===== config.mk =====
export PLATFORM = sky130hd
export DESIGN_NAME = bus_master
export DESIGN_NICKNAME = d
export VERILOG_FILES = /design/src/rtl/bus_master.sv
export SDC_FILE = /design/constraint.sdc
export NUM_CORES = 1
export LEC_CHECK = 0
export ABC_AREA = 1
export BUFFER_PORTS_ARGS = -buffer_cell sky130_fd_sc_hd__buf_2
export CELL_PAD_IN_SITES_DETAIL_PLACEMENT = 0
export CELL_PAD_IN_SITES_GLOBAL_PLACEMENT = 2
export CORE_UTILIZATION = 30
export CTS_BUF_LIST = sky130_fd_sc_hd__clkbuf_2
export CTS_CLUSTER_DIAMETER = 30
export CTS_CLUSTER_SIZE = 8
export DETAILED_ROUTE_END_ITERATION = 16
export GPL_ROUTABILITY_DRIVEN = 0
export PLACE_DENSITY_LB_ADDON = 0.1
export SYNTH_ARGS = -nofsm -noshare
export SYNTH_HDL_FRONTEND = slang
export SYNTH_SLANG_ARGS = --single-unit

===== constraint.sdc =====
create_clock -name MCLK_IN -period 3.5 [get_ports MCLK_IN]
set_input_delay 0 -clock MCLK_IN [delete_from_list [all_inputs] [get_ports MCLK_IN]]
set_output_delay 0 -clock MCLK_IN [all_outputs]
set_load 0.02 [all_outputs]

===== src/rtl/bus_master.sv =====
// 68000-bus initiator: runs one Monitor read/write cycle on the CPU bus after BR/BG/BGACK arbitration.
// Latency: arbitration + 2-flop sync + SETUP_CYCLES + 2 strobe cycles + slave DTACK delay + negation/release.
// Backpressure: CMD_READY is high only in IDLE; one command in flight, completion signalled by RSP_VALID.
module bus_master #(
  parameter int SETUP_CYCLES   = 1,
  parameter int TIMEOUT_CYCLES = 255
) (
  input  logic        MCLK_IN,
  input  logic        RESET_IN,
  input  logic        CMD_VALID_IN,
  output logic        CMD_READY,
  input  logic        CMD_WR_IN,
  input  logic [22:0] CMD_ADDR_IN,
  input  logic [15:0] CMD_DATA_IN,
  input  logic        CMD_UDS_IN,
  input  logic        CMD_LDS_IN,
  output logic        RSP_VALID,
  output logic [15:0] RSP_DATA,
  output logic        RSP_BERR,
  output logic        RSP_TIMEOUT,
  input  logic        BG_IN,
  input  logic        BGACK_IN,
  input  logic        AS_IN,
  input  logic        DTACK_IN,
  input  logic        BERR_IN,
  input  logic [15:0] DATA_IN,
  output logic        BR,
  output logic        BGACK,
  output logic        BUS_OE,
  output logic        DATA_OE,
  output logic        AS_OUT,
  output logic        UDS_OUT,
  output logic        LDS_OUT,
  output logic        WR_OUT,
  output logic [22:0] ADDR_OUT,
  output logic [15:0] DATA_OUT
);

  typedef enum logic [3:0] {
    S_IDLE, S_ARB, S_SETUP, S_STROBE, S_WRDS, S_WAIT,
    S_LATCH, S_END, S_NEG, S_RELEASE, S_DONE
  } state_t;

  // Last timer value before the bound is reached; the timer restarts at 0 on every state entry.
  localparam logic [15:0] TMO_LAST   = 16'(TIMEOUT_CYCLES - 1);
  localparam logic [15:0] SETUP_LAST = 16'(SETUP_CYCLES - 1);

  state_t      r_state;
  state_t      w_state_nxt;
  logic [15:0] r_timer;
  logic [4:0]  r_sync1;
  logic [4:0]  r_sync2;
  logic        r_wr;
  logic        r_uds;
  logic        r_lds;
  logic [22:0] r_addr;
  logic [15:0] r_data;
  logic        w_accept;
  logic        w_tmo;
  logic        w_set_berr;
  logic        w_set_tmo;
  logic        w_bg_s;
  logic        w_bgack_s;
  logic        w_as_s;
  logic        w_dtack_s;
  logic        w_berr_s;

  assign w_bg_s    = r_sync2[4];
  assign w_bgack_s = r_sync2[3];
  assign w_as_s    = r_sync2[2];
  assign w_dtack_s = r_sync2[1];
  assign w_berr_s  = r_sync2[0];
  assign w_tmo     = (r_timer >= TMO_LAST);
  assign w_accept  = (r_state == S_IDLE) && CMD_VALID_IN;

  // Two-flop synchronisers for the asynchronous bus pins.
  always_ff @(posedge MCLK_IN) begin
    if (RESET_IN) begin
      r_sync1 <= '0;
      r_sync2 <= '0;
    end else begin
      r_sync1 <= {BG_IN, BGACK_IN, AS_IN, DTACK_IN, BERR_IN};
      r_sync2 <= r_sync1;
    end
  end

  // State register.
  always_ff @(posedge MCLK_IN) begin
    if (RESET_IN) r_state <= S_IDLE;
    else          r_state <= w_state_nxt;
  end

  // Saturating cycle timer, restarted on every state change.
  always_ff @(posedge MCLK_IN) begin
    if (RESET_IN)                   r_timer <= '0;
    else if (w_state_nxt != r_state) r_timer <= '0;
    else if (r_timer != 16'hFFFF)   r_timer <= r_timer + 16'd1;
  end

  // Command capture and response registers; an all-zero lane mask means a word access.
  always_ff @(posedge MCLK_IN) begin
    if (RESET_IN) begin
      r_wr        <= 1'b0;
      r_uds       <= 1'b0;
      r_lds       <= 1'b0;
      r_addr      <= '0;
      r_data      <= '0;
      RSP_DATA    <= '0;
      RSP_BERR    <= 1'b0;
      RSP_TIMEOUT <= 1'b0;
    end else begin
      if (w_accept) begin
        r_wr        <= CMD_WR_IN;
        r_addr      <= CMD_ADDR_IN;
        r_data      <= CMD_DATA_IN;
        r_uds       <= CMD_UDS_IN | ~(CMD_UDS_IN | CMD_LDS_IN);
        r_lds       <= CMD_LDS_IN | ~(CMD_UDS_IN | CMD_LDS_IN);
        RSP_BERR    <= 1'b0;
        RSP_TIMEOUT <= 1'b0;
      end
      if (w_set_berr) RSP_BERR <= 1'b1;
      if (w_set_tmo)  RSP_TIMEOUT <= 1'b1;
      // DTACK_S lags the pin by two cycles, so DATA_IN has long settled here.
      if (r_state == S_LATCH) RSP_DATA <= DATA_IN;
    end
  end

  // Next-state and bus outputs decoded from the state (strobes lag STROBE by one cycle).
  always_comb begin
    w_state_nxt = r_state;
    w_set_berr  = 1'b0;
    w_set_tmo   = 1'b0;
    CMD_READY   = 1'b0;
    RSP_VALID   = 1'b0;
    BR          = 1'b0;
    BUS_OE      = 1'b0;
    AS_OUT      = 1'b0;
    UDS_OUT     = 1'b0;
    LDS_OUT     = 1'b0;
    case (r_state)
      S_IDLE: begin
        CMD_READY = 1'b1;
        if (CMD_VALID_IN) w_state_nxt = S_ARB;
      end
      S_ARB: begin
        BR = 1'b1;
        if (w_bg_s && !w_as_s && !w_bgack_s) begin
          w_state_nxt = S_SETUP;
        end else if (w_tmo) begin
          w_set_tmo   = 1'b1;
          w_state_nxt = S_DONE;
        end
      end
      S_SETUP: begin
        BUS_OE = 1'b1;
        if (r_timer >= SETUP_LAST) w_state_nxt = S_STROBE;
      end
      S_STROBE: begin
        BUS_OE      = 1'b1;
        w_state_nxt = r_wr ? S_WRDS : S_WAIT;
      end
      S_WRDS: begin
        BUS_OE      = 1'b1;
        AS_OUT      = 1'b1;
        w_state_nxt = S_WAIT;
      end
      S_WAIT: begin
        BUS_OE  = 1'b1;
        AS_OUT  = 1'b1;
        UDS_OUT = r_uds;
        LDS_OUT = r_lds;
        if (w_berr_s) begin
          w_set_berr  = 1'b1;
          w_state_nxt = S_END;
        end else if (w_dtack_s) begin
          w_state_nxt = r_wr ? S_END : S_LATCH;
        end else if (w_tmo) begin
          w_set_tmo   = 1'b1;
          w_state_nxt = S_END;
        end
      end
      S_LATCH: begin
        BUS_OE      = 1'b1;
        AS_OUT      = 1'b1;
        UDS_OUT     = r_uds;
        LDS_OUT     = r_lds;
        w_state_nxt = S_END;
      end
      S_END: begin
        BUS_OE      = 1'b1;
        w_state_nxt = S_NEG;
      end
      S_NEG: begin
        BUS_OE = 1'b1;
        if (!w_dtack_s && !w_berr_s) begin
          w_state_nxt = S_RELEASE;
        end else if (w_tmo) begin
          w_set_tmo   = 1'b1;
          w_state_nxt = S_RELEASE;
        end
      end
      S_RELEASE: w_state_nxt = S_DONE;
      S_DONE: begin
        RSP_VALID   = 1'b1;
        w_state_nxt = S_IDLE;
      end
      default: w_state_nxt = S_IDLE;
    endcase
    BGACK    = BUS_OE;
    WR_OUT   = BUS_OE & r_wr;
    DATA_OE  = BUS_OE & r_wr;
    ADDR_OUT = BUS_OE ? r_addr : '0;
    DATA_OUT = DATA_OE ? r_data : '0;
  end

endmodule

## Word-level counts from Yosys, hierarchy flattened

Index checks and enable logic that the tools add are counted.

- Bits in registers: 90
- Bits in latches: 0
- RAM bits: 0
- ROM bits: 0
- Logic and storage cells: 79
- Memories kept: 0

- $add $sub $neg: 1
- Multiply operators: 0
- Divide/modulo/power cells: 0
- $lt $le $gt $ge: 2
- Equal/unequal tests: 12
- Shifts and indexed selects: 0
- Mux-type cells: 32
- Bitwise operators: 5
- Reduce and logical (&&, ||, !) cells: 15

Operators by type and width:

| cell | number |
|---|---|
| 4-bit case mux with 10 select lines | 1 |
| 4-bit 2-to-1 mux | 9 |
| 23-bit 2-to-1 mux | 1 |
| 1-bit 2-to-1 mux | 19 |
| 16-bit by 1-bit adder with 16-bit output, second input constant | 1 |
| 4-bit by 3-bit == test with 1-bit output, second input constant | 4 |
| 16-bit by 1-bit >= comparator with 1-bit output, second input constant | 1 |
| 16-bit by 8-bit >= comparator with 1-bit output, second input constant | 1 |
| 16-bit 2-to-1 mux | 1 |
| 16-bit != test, second input constant | 1 |
| 4-bit == test, second input constant | 3 |
| 4-bit by 2-bit == test with 1-bit output, second input constant | 2 |
| 7-bit OR reduction | 1 |
| 4-bit by 1-bit == test with 1-bit output, second input constant | 1 |
| 1-bit logical AND | 4 |
| 1-bit zero test | 4 |
| 4-bit zero test | 1 |
| 4-bit != test | 1 |
| 2-bit nonzero test | 2 |
| 2-bit OR reduction | 2 |
| 1-bit OR | 3 |
| 1-bit case mux with 3 select lines | 1 |
| 3-bit OR reduction | 1 |
| 1-bit AND | 1 |
| 1-bit NOT | 1 |

## Depth between registers and ports, before layout

Gate-level depths: netlist (run 1).

- Depth after elaboration: 7
- Mapped depth: 14
- Mapped depth without buffers: 13

## Worst setup path after synthesis (run 1)

Ideal clock, no wire load.

- Path type: register to register
- Start point: register r_timer[0]
- End point: register r_timer[7]
- Library setup time: 73 ps
- Arrival: 1604 ps
- Slack: 1823 ps
- Stages on the path, launching flop included: 13
- Path buffers: 1
- Period minus slack after synthesis: 1677 ps
- Cells stage by stage: dfxtp_1 -> inv_1 -> ha_1 -> nor2_1 -> nor2_4 -> nand2_4 -> nand3_1 -> o21ai_2 -> nand3_2 -> nand2_2 -> nand2_2 -> buf_6 -> nor3_2

- Longest elaborated chain between the ends: 7

Ends and longest elaborated chain:

| element | RTL line | source |
|---|---|---|
| from (decl) | 50 | `logic [15:0] r_timer;` |
| from (signal assigned) | 97 | `else if (r_timer != 16'hFFFF) r_timer <= r_timer + 16'd1;` |
| 16-bit by 8-bit >= comparator with 1-bit output | 73 | `assign w_tmo = (r_timer >= TMO_LAST);` |
| 4-bit 2-to-1 mux | 177 | `end else if (w_tmo) begin` |
| 4-bit 2-to-1 mux | 175 | `end else if (w_dtack_s) begin` |
| 4-bit 2-to-1 mux | 172 | `if (w_berr_s) begin` |
| 4-bit case mux with 10 select lines | 140 | `case (r_state)` |
| 4-bit != test | 96 | `else if (w_state_nxt != r_state) r_timer <= '0;` |
| 2-bit OR reduction (no line) | -- |  |

Several ways; a longest one is shown, not always the timed one.
A chain may end at the register's enable or synchronous reset.

## Worst setup path after layout (run 1)

- Start point: register r_state[3]
- End point: register r_lds

- Longest elaborated chain between the ends: 2

Ends and longest elaborated chain:

| element | RTL line | source |
|---|---|---|
| from (decl) | 48 | `state_t r_state;` |
| from (signal assigned) | 90 | `else r_state <= w_state_nxt;` |
| 4-bit zero test | 74 | `assign w_accept = (r_state == S_IDLE) && CMD_VALID_IN;` |
| 1-bit logical AND | 74 |  |
| to (signal assigned) | 117 | `r_lds <= CMD_LDS_IN \| ~(CMD_UDS_IN \| CMD_LDS_IN);` |
| to (decl) | 55 | `logic r_lds;` |

No other way between the ends.

==> run metrics, run 1 <==
Worst EP required=~4000 ps; Hold Path Sink=RSP_DATA[10]$_SDFFE_PP0P_; worst path cell trace=inv_2, nand2_2, nor2_1, nand2_2, nor3_1, dlygate4sd3_1, a211oi_1, dlygate4sd3_1; Iteration-0 DRC Markers=196; Hold Crit Class=in2reg; vias in the first global route=just under 4000; final setup fails=0; first-pass GRT wire length=roughly 18000 µm; Slew headroom=approximately 47%; max-cap viol count=0; reg2reg start=r_state[3]$_SDFF_PP0_; H-Tree Depth=3; # clock sinks=90; Seq cells post-synth=90; Worst setup SP type=flip-flop; final core utilization=approximately 42%; share of cells above drive strength 1=26.38%; Yosys cell types=38; DRT Pass-1 Iters=4; Placement Setup Slack=~1300 ps; post-synthesis async set-or-reset flop share=0%; core area=between 10000 and 15000 µm²; vias=between 4000 and 5000; yosys warns=0; FP Rows=42; Area after DPL=between 4000 and 5000 µm²; post-route ant nets=0; crit path max fanout=44; CP max stage cell=dlygate4sd3_1; critical path arrival=about 3300 ps; Post-synth EDFFs=0; Max stage delay on crit path=590 ps; PortBufs=around 130; post-route minimum period=2815 ps; Nets=slightly above 800; largest net degree at the start of global routing=60; io pins=~130; Die H=about 120 µm; status=complete, no violations; Hold Startpoint=DATA_IN[10]; Via density=roughly 4.4; crit-path leading delay family=buffers and inverters; list of most frequent post-synthesis cells=nor2_1, dfxtp_1, inv_1; post-detail-place hpwl=approximately 7300 µm; worst reg2reg setup slack=680 ps; final instance area=between 5000 and 6000 µm²; Area Overhead vs Synth=38.34%; dominant synthesized flop cell=dfxtp_1; cell area after synthesis=approximately 4000 µm²; R2R Path End=r_lds$_SDFFE_PP0P_; WS Path Type=reg2reg; Clock transition at path regs=roughly 240 ps; post-synthesis cell count=roughly 550; sequential share of the synthesized area=44.31%; drt wl/cell=roughly 12 µm; Final Cycle Share=between 80% and 90%; CTS Buf Count=9; antenna violations before repair=1; total die area=approximately 14000 µm²; setup TNS=0 ps; Hold Vio Cnt, Final=0; Setup Skew=between 20 and 30 ps; clk buf depth=2; die width=118.4 µm; Max Fclk=about 360 MHz; Final Slew Violations=0; leakage power=2.617 nW; Root Buffer Master=clkbuf_2; reg2reg path depth=8; Syn Nets=between 600 and 700; Power, Total=about 0.0019 W; Clk Latency, worst-skew pair=between 500 and 600 ps; cell taking the most area after synthesis=dfxtp_1; CTS tree=built; Buf/Inv on CP=3; maximum vdd ir drop=roughly 0.00014 V; Final WS setup=between 600 and 700 ps; CP Capture Type=flip-flop; Hold Crit Depth=4; Power Dens Cells=between 300 and 400 nW/µm²; Worst Tran Pin Value=~800 ps; share of the synthesized area in the top cell type=~44%; Overflow after GRT=0; RSZ-0062 raised after global routing=no; critical path depth in cells=8; cell with the most instances after synthesis=nor2_1; dominant cells by area after synthesis=dfxtp_1, nor2_1, inv_1, o21ai_0, a21oi_1; syn avg cell area=roughly 7.4 µm²; starting density of the core=30.71%; total wire length=between 10000 and 15000 µm; drt drc=0; total global routing track utilization=between 10% and 20%
timing repair:
item / in CTS / in global routing
gates resized for setup: 0 / 0
hold buffers: 72 / 0
endpoints found under the hold margin: 72 / 0
buffers inserted: 0 / 0
metrics by stage:
step                      hold slack, ps  cells
after floorplan                    107.0    548
after global placement             202.0    832
after detailed placement           212.0    832
after CTS                          100.4    919
after global routing               107.7    921
final                              157.9    921
report_power, final:
group / switching (W) / internal [W] / total [W]
registers: 0.0000194 / 0.00109 / 0.00111
logic: 0.000176 / 0.000139 / 0.000315
clock network: 0.000355 / 0.0000896 / 0.000444
total: 0.000550 / 0.00132 / 0.00187
cells by family (layout without fill, tap and decap cells):
family / after synthesis / count (layout) / share of synthesized area [%]
simple gates: 207 / 207 / 24.86
xor+xnor: 11 / 11 / 2.369
flops: 90 / 90 / 44.31
other cells: 0 / 2 / 0
compound gates: 124 / 124 / 16.18
fa+ha+maj: 2 / 2 / 0.6153
buf+inv: 114 / 309 / 11.66
sequential cells by signal (all words and copies together) (netlist names):
signal,cells
RSP_TIMEOUT,1
r_timer,16
r_sync1,5
r_state,4
RSP_DATA,16
r_data,16
RSP_BERR,1
r_addr,23
r_sync2,5
r_wr,1
r_uds,1
r_lds,1
placed cells by master, fill, tap and decap left out, types with 11 or more instances in the layout:
cell           count
nor3_1            11
dlygate4sd3_1     72
nor2_1           112
dfxtp_1           90
clkbuf_2          11
nand2_1           32
a21oi_1           55
nor3_2            11
o21ai_0           60
inv_1             80
buf_2            132
routing by layer:
metal  GRT usage [%]  part of all wire, %  vias up
li1                -                    -     2107
met1           19.93                   47     1794
met2           26.91                   45       92
met3           4.247                  5.3       16
met4           7.595                  2.2        0
met5               0                    0        -
worst register-to-register path: cells and delay by family (launching register included):
family,cells,cell delay (ps)
simple gates,4,990
flops,1,410
compound gates,1,40
buf+inv,3,1300
final cells by class:
type	count	area (µm²)
clock buffer	11	55.05
inverter	88	334.1
tap	176	220.2
multi-input combinational	344	1793
antenna	2	5.005
fill	1456	7617
clock inverter	4	20.02
sequential	90	1802
timing repair buffer	206	1396
how the worst max path moves through the flow:
stage / from / endpoint / slack [ps]
after floorplan: r_timer[0]$_SDFFE_PP0P_ / r_timer[7]$_SDFFE_PP0P_ / 1820
after global placement: r_state[2]$_SDFF_PP0_ / DATA_OUT[15] / 1330
after detailed placement: r_state[2]$_SDFF_PP0_ / DATA_OUT[15] / 1300
after CTS: r_state[2]$_SDFF_PP0_ / DATA_OUT[15] / 580
after global routing: r_state[2]$_SDFF_PP0_ / DATA_OUT[9] / 370
final: r_state[3]$_SDFF_PP0_ / r_lds$_SDFFE_PP0P_ / 680
No activity file was read; power rests on OpenSTA's default activity.
==> run 2, diff against run 1 <==
--- a/config.mk
+++ b/config.mk
@@ -5,11 +5,11 @@
 export SDC_FILE = /design/constraint.sdc
 export NUM_CORES = 1
 export LEC_CHECK = 0
-export ABC_AREA = 1
+export ABC_AREA = 0
 export BUFFER_PORTS_ARGS = -buffer_cell sky130_fd_sc_hd__buf_2
 export CELL_PAD_IN_SITES_DETAIL_PLACEMENT = 0
 export CELL_PAD_IN_SITES_GLOBAL_PLACEMENT = 2
-export CORE_UTILIZATION = 30
+export CORE_UTILIZATION = 26
 export CTS_BUF_LIST = sky130_fd_sc_hd__clkbuf_2
 export CTS_CLUSTER_DIAMETER = 30
 export CTS_CLUSTER_SIZE = 8
==> constraint.sdc (replaced) <==
create_clock -name MCLK_IN -period 2.47 [get_ports MCLK_IN]
set_input_delay 0 -clock MCLK_IN [delete_from_list [all_inputs] [get_ports MCLK_IN]]
set_output_delay 0 -clock MCLK_IN [all_outputs]
set_load 0.02 [all_outputs]
==> run 2 against run 1 <==
Compared with the run above: maximum frequency rose by 23%; worst setup slack got worse by 500 ps; hold slack got worse by 17 ps; largest power group unchanged; final cell count fell by 2.5%; global-route usage fell by 1.1 points; largest cell class is now multi-input gates.
==> run metrics, run 2 <==
status=complete, no violations; Overflow after GRT=0; Clk pwr share=29.0%; io pins=between 100 and 150; maximum vdd ir drop=around 0.00029 V; dominant cells by area after synthesis=dfxtp_1, nand2_1, a21oi_1, and2_1, and3_1; drt drc=0; Clk Latency, worst-skew pair=580 ps; Hold Crit Class=in2reg; total die area=between 15000 and 20000 µm²; Worst Tran Pin Value=~1000 ps; antenna violations before repair=0; most common cell after layout, fill and taps aside=buf_2; Final Slew Violations=0; post-route ant nets=0; Setup Skew=about 24 ps; crit path launch=r_state[0]$_SDFF_PP0_; dominant synthesized flop cell=dfxtp_1; total wire length=approximately 11000 µm; # clock sinks=90; most frequent cells in the layout=buf_2, nand2_1, dlygate4sd3_1; first-pass GRT wire length=19190 µm; sequential share of the synthesized area=about 46%; cell with the most instances after synthesis=nand2_1; Clock transition at path regs=between 200 and 250 ps; starting density of the core=about a quarter; sw power=0.0007524 W; post-route minimum period=between 2000 and 2500 ps; Final Cycle Share=slightly above 90%; DRT Pass-1 Iters=4; largest net degree at the start of global routing=between 70 and 80; H-Tree Depth=3; CTS Buf Count=9; Syn Nets=about 550; drt wl/cell=roughly 12 µm; FP Rows=44; CTS tree=built; critical path arrival=2800 ps; cell area after synthesis=about 4000 µm²; reg2reg start=r_state[0]$_SDFF_PP0_; clk buf depth=2; P_int=around 0.0021 W; max FFs per register=23; max-cap viol count=0; Root Buffer Master=clkbuf_2; Worst EP required=2990 ps; Die H=about 120 µm; Seq pwr share=54.3%; PortBufs=about 130; setup TNS=0 ps; leakage power=~2.5 nW; Reg with most FFs=r_addr; share of cells above drive strength 1=roughly 26%; Iteration-0 DRC Markers=129; RSZ-0062 raised after global routing=no; Power Dens Cells=480.2 nW/µm²; Nets=777; Max Fclk=approximately 440 MHz; CP Capture Type=flip-flop; Area Overhead vs Synth=53.15%; Worst setup SP type=flip-flop; vias=3960; Area after DPL=4735 µm²; yosys warns=0; Yosys cell types=48; list of most frequent post-synthesis cells=nand2_1, dfxtp_1, a21oi_1; crit path max fanout=42; die width=124.3 µm; post-detail-place hpwl=between 6000 and 7000 µm; Hold Vio Cnt, Final=0; # diodes=0; switching share of power=26.29%; final instance area=5959 µm²; final setup fails=0; vias in the first global route=~4100; post-synthesis async set-or-reset flop share=0%; Post-synth EDFFs=0; Slew headroom=approximately 30%; Seq cells post-synth=90; Post-CTS Setup Inserts=0; share of the synthesized area in the top cell type=between 40% and 50%; Hold Startpoint=BG_IN; Comb pwr share=approximately 17%; core area=14590 µm²; Via density=approximately 4.4; syn avg cell area=8.090 µm²; WS Path Type=reg2reg; cell taking the most area after synthesis=dfxtp_1; total global routing track utilization=about 15%; post-synthesis cell count=~480
[run 2: cell types whose count changed in the layout (fill, tap and decap cells not counted), moves of 13 or more]
cell	previous run	this run
and2_1	0	27
nor2b_1	0	13
o21ai_0	60	5
nor2_1	112	18
and3_1	0	16
dlygate4sd3_1	72	107
nand2_1	32	120
inv_1	80	5
[run 2: through the flow]
stage | util [%] | std cells | hold slack (ps) | worst slack [ps] | total power (W)
after global placement | 32.45 | 775 | 218.0 | 379.7 | 0.001910
after global routing | 40.85 | 898 | 59.27 | 2.810 | 0.003049
after CTS | 40.74 | 898 | 55.91 | 19.51 | 0.002928
after detailed placement | 32.45 | 775 | 217.5 | 319.3 | 0.001914
after floorplan | - | 481 | 128.2 | 276.3 | 0.001782
final | 40.85 | 898 | 141.0 | 185.2 | 0.002862
[run 2: logic make-up after synthesis]
logic type | after synthesis | share of synthesized area, %
AO/OA/AOI/OAI | 86 | 13.50
XOR/XNOR | 12 | 2.701
adder cells (fa/ha/maj) | 2 | 0.6430
buffers and inverters | 38 | 4.469
flip-flops | 90 | 46.30
multiplexers | 1 | 0.2572
AND/OR/NAND/NOR | 252 | 32.12
[run 2: final timing paths]
check	end	slack, ps	cells past startpoint
min	r_sync1[4]$_SDFF_PP0_	140	3
max	r_addr[19]$_SDFFE_PP0P_	190	7
min reg2reg	r_data[10]$_SDFFE_PP0P_	460	2
max reg2reg	r_addr[19]$_SDFFE_PP0P_	190	7
[run 2: per-layer routing]
| layer | up-vias | part of all wire [%] | GRT usage, % |
|---|---|---|---|
| li1 | 2043 | - | - |
| met2 | 85 | 47 | 26.29 |
| met3 | 14 | 5.6 | 5.627 |
| met1 | 1818 | 45 | 17.30 |
| met5 | - | 0 | 0 |
| met4 | 0 | 1.8 | 4.678 |
[run 2: worst max-delay path: stages, from the launching register on]
cell and delay (ps):
dfxtp_1 460, buf_4 210, nor4_2 290, and2_1 230, buf_12 220, nand2_1 100, a21oi_1 120, dlygate4sd3_1 570
[run 2: power groups by stage]
stage          clock, W  sequential [W]  combinational [W]
5_1_grt        0.000951         0.00157           0.000533
3_3_place_gp          0         0.00158           0.000329
6_report       0.000831         0.00155           0.000477
4_1_cts        0.000894         0.00156           0.000479
3_5_place_dp          0         0.00158           0.000330
2_1_floorplan         0         0.00157           0.000211
[run 2: layout make-up]
class,instances,area (µm²)
Fill cell,1521,8630
Clock buffer,10,50.05
Multi-Input combinational cell,353,1933
Tap cell,184,230.2
Inverter,5,18.77
Clock inverter,6,81.33
Timing Repair Buffer,250,1839
Sequential cell,90,1807
[run 2: timing repair]
action                                  4_1_cts  5_1_grt
hold buffers                                107        0
endpoints found under the setup margin       43       82
gates resized for setup                       2        4
endpoints found under the hold margin        81        0
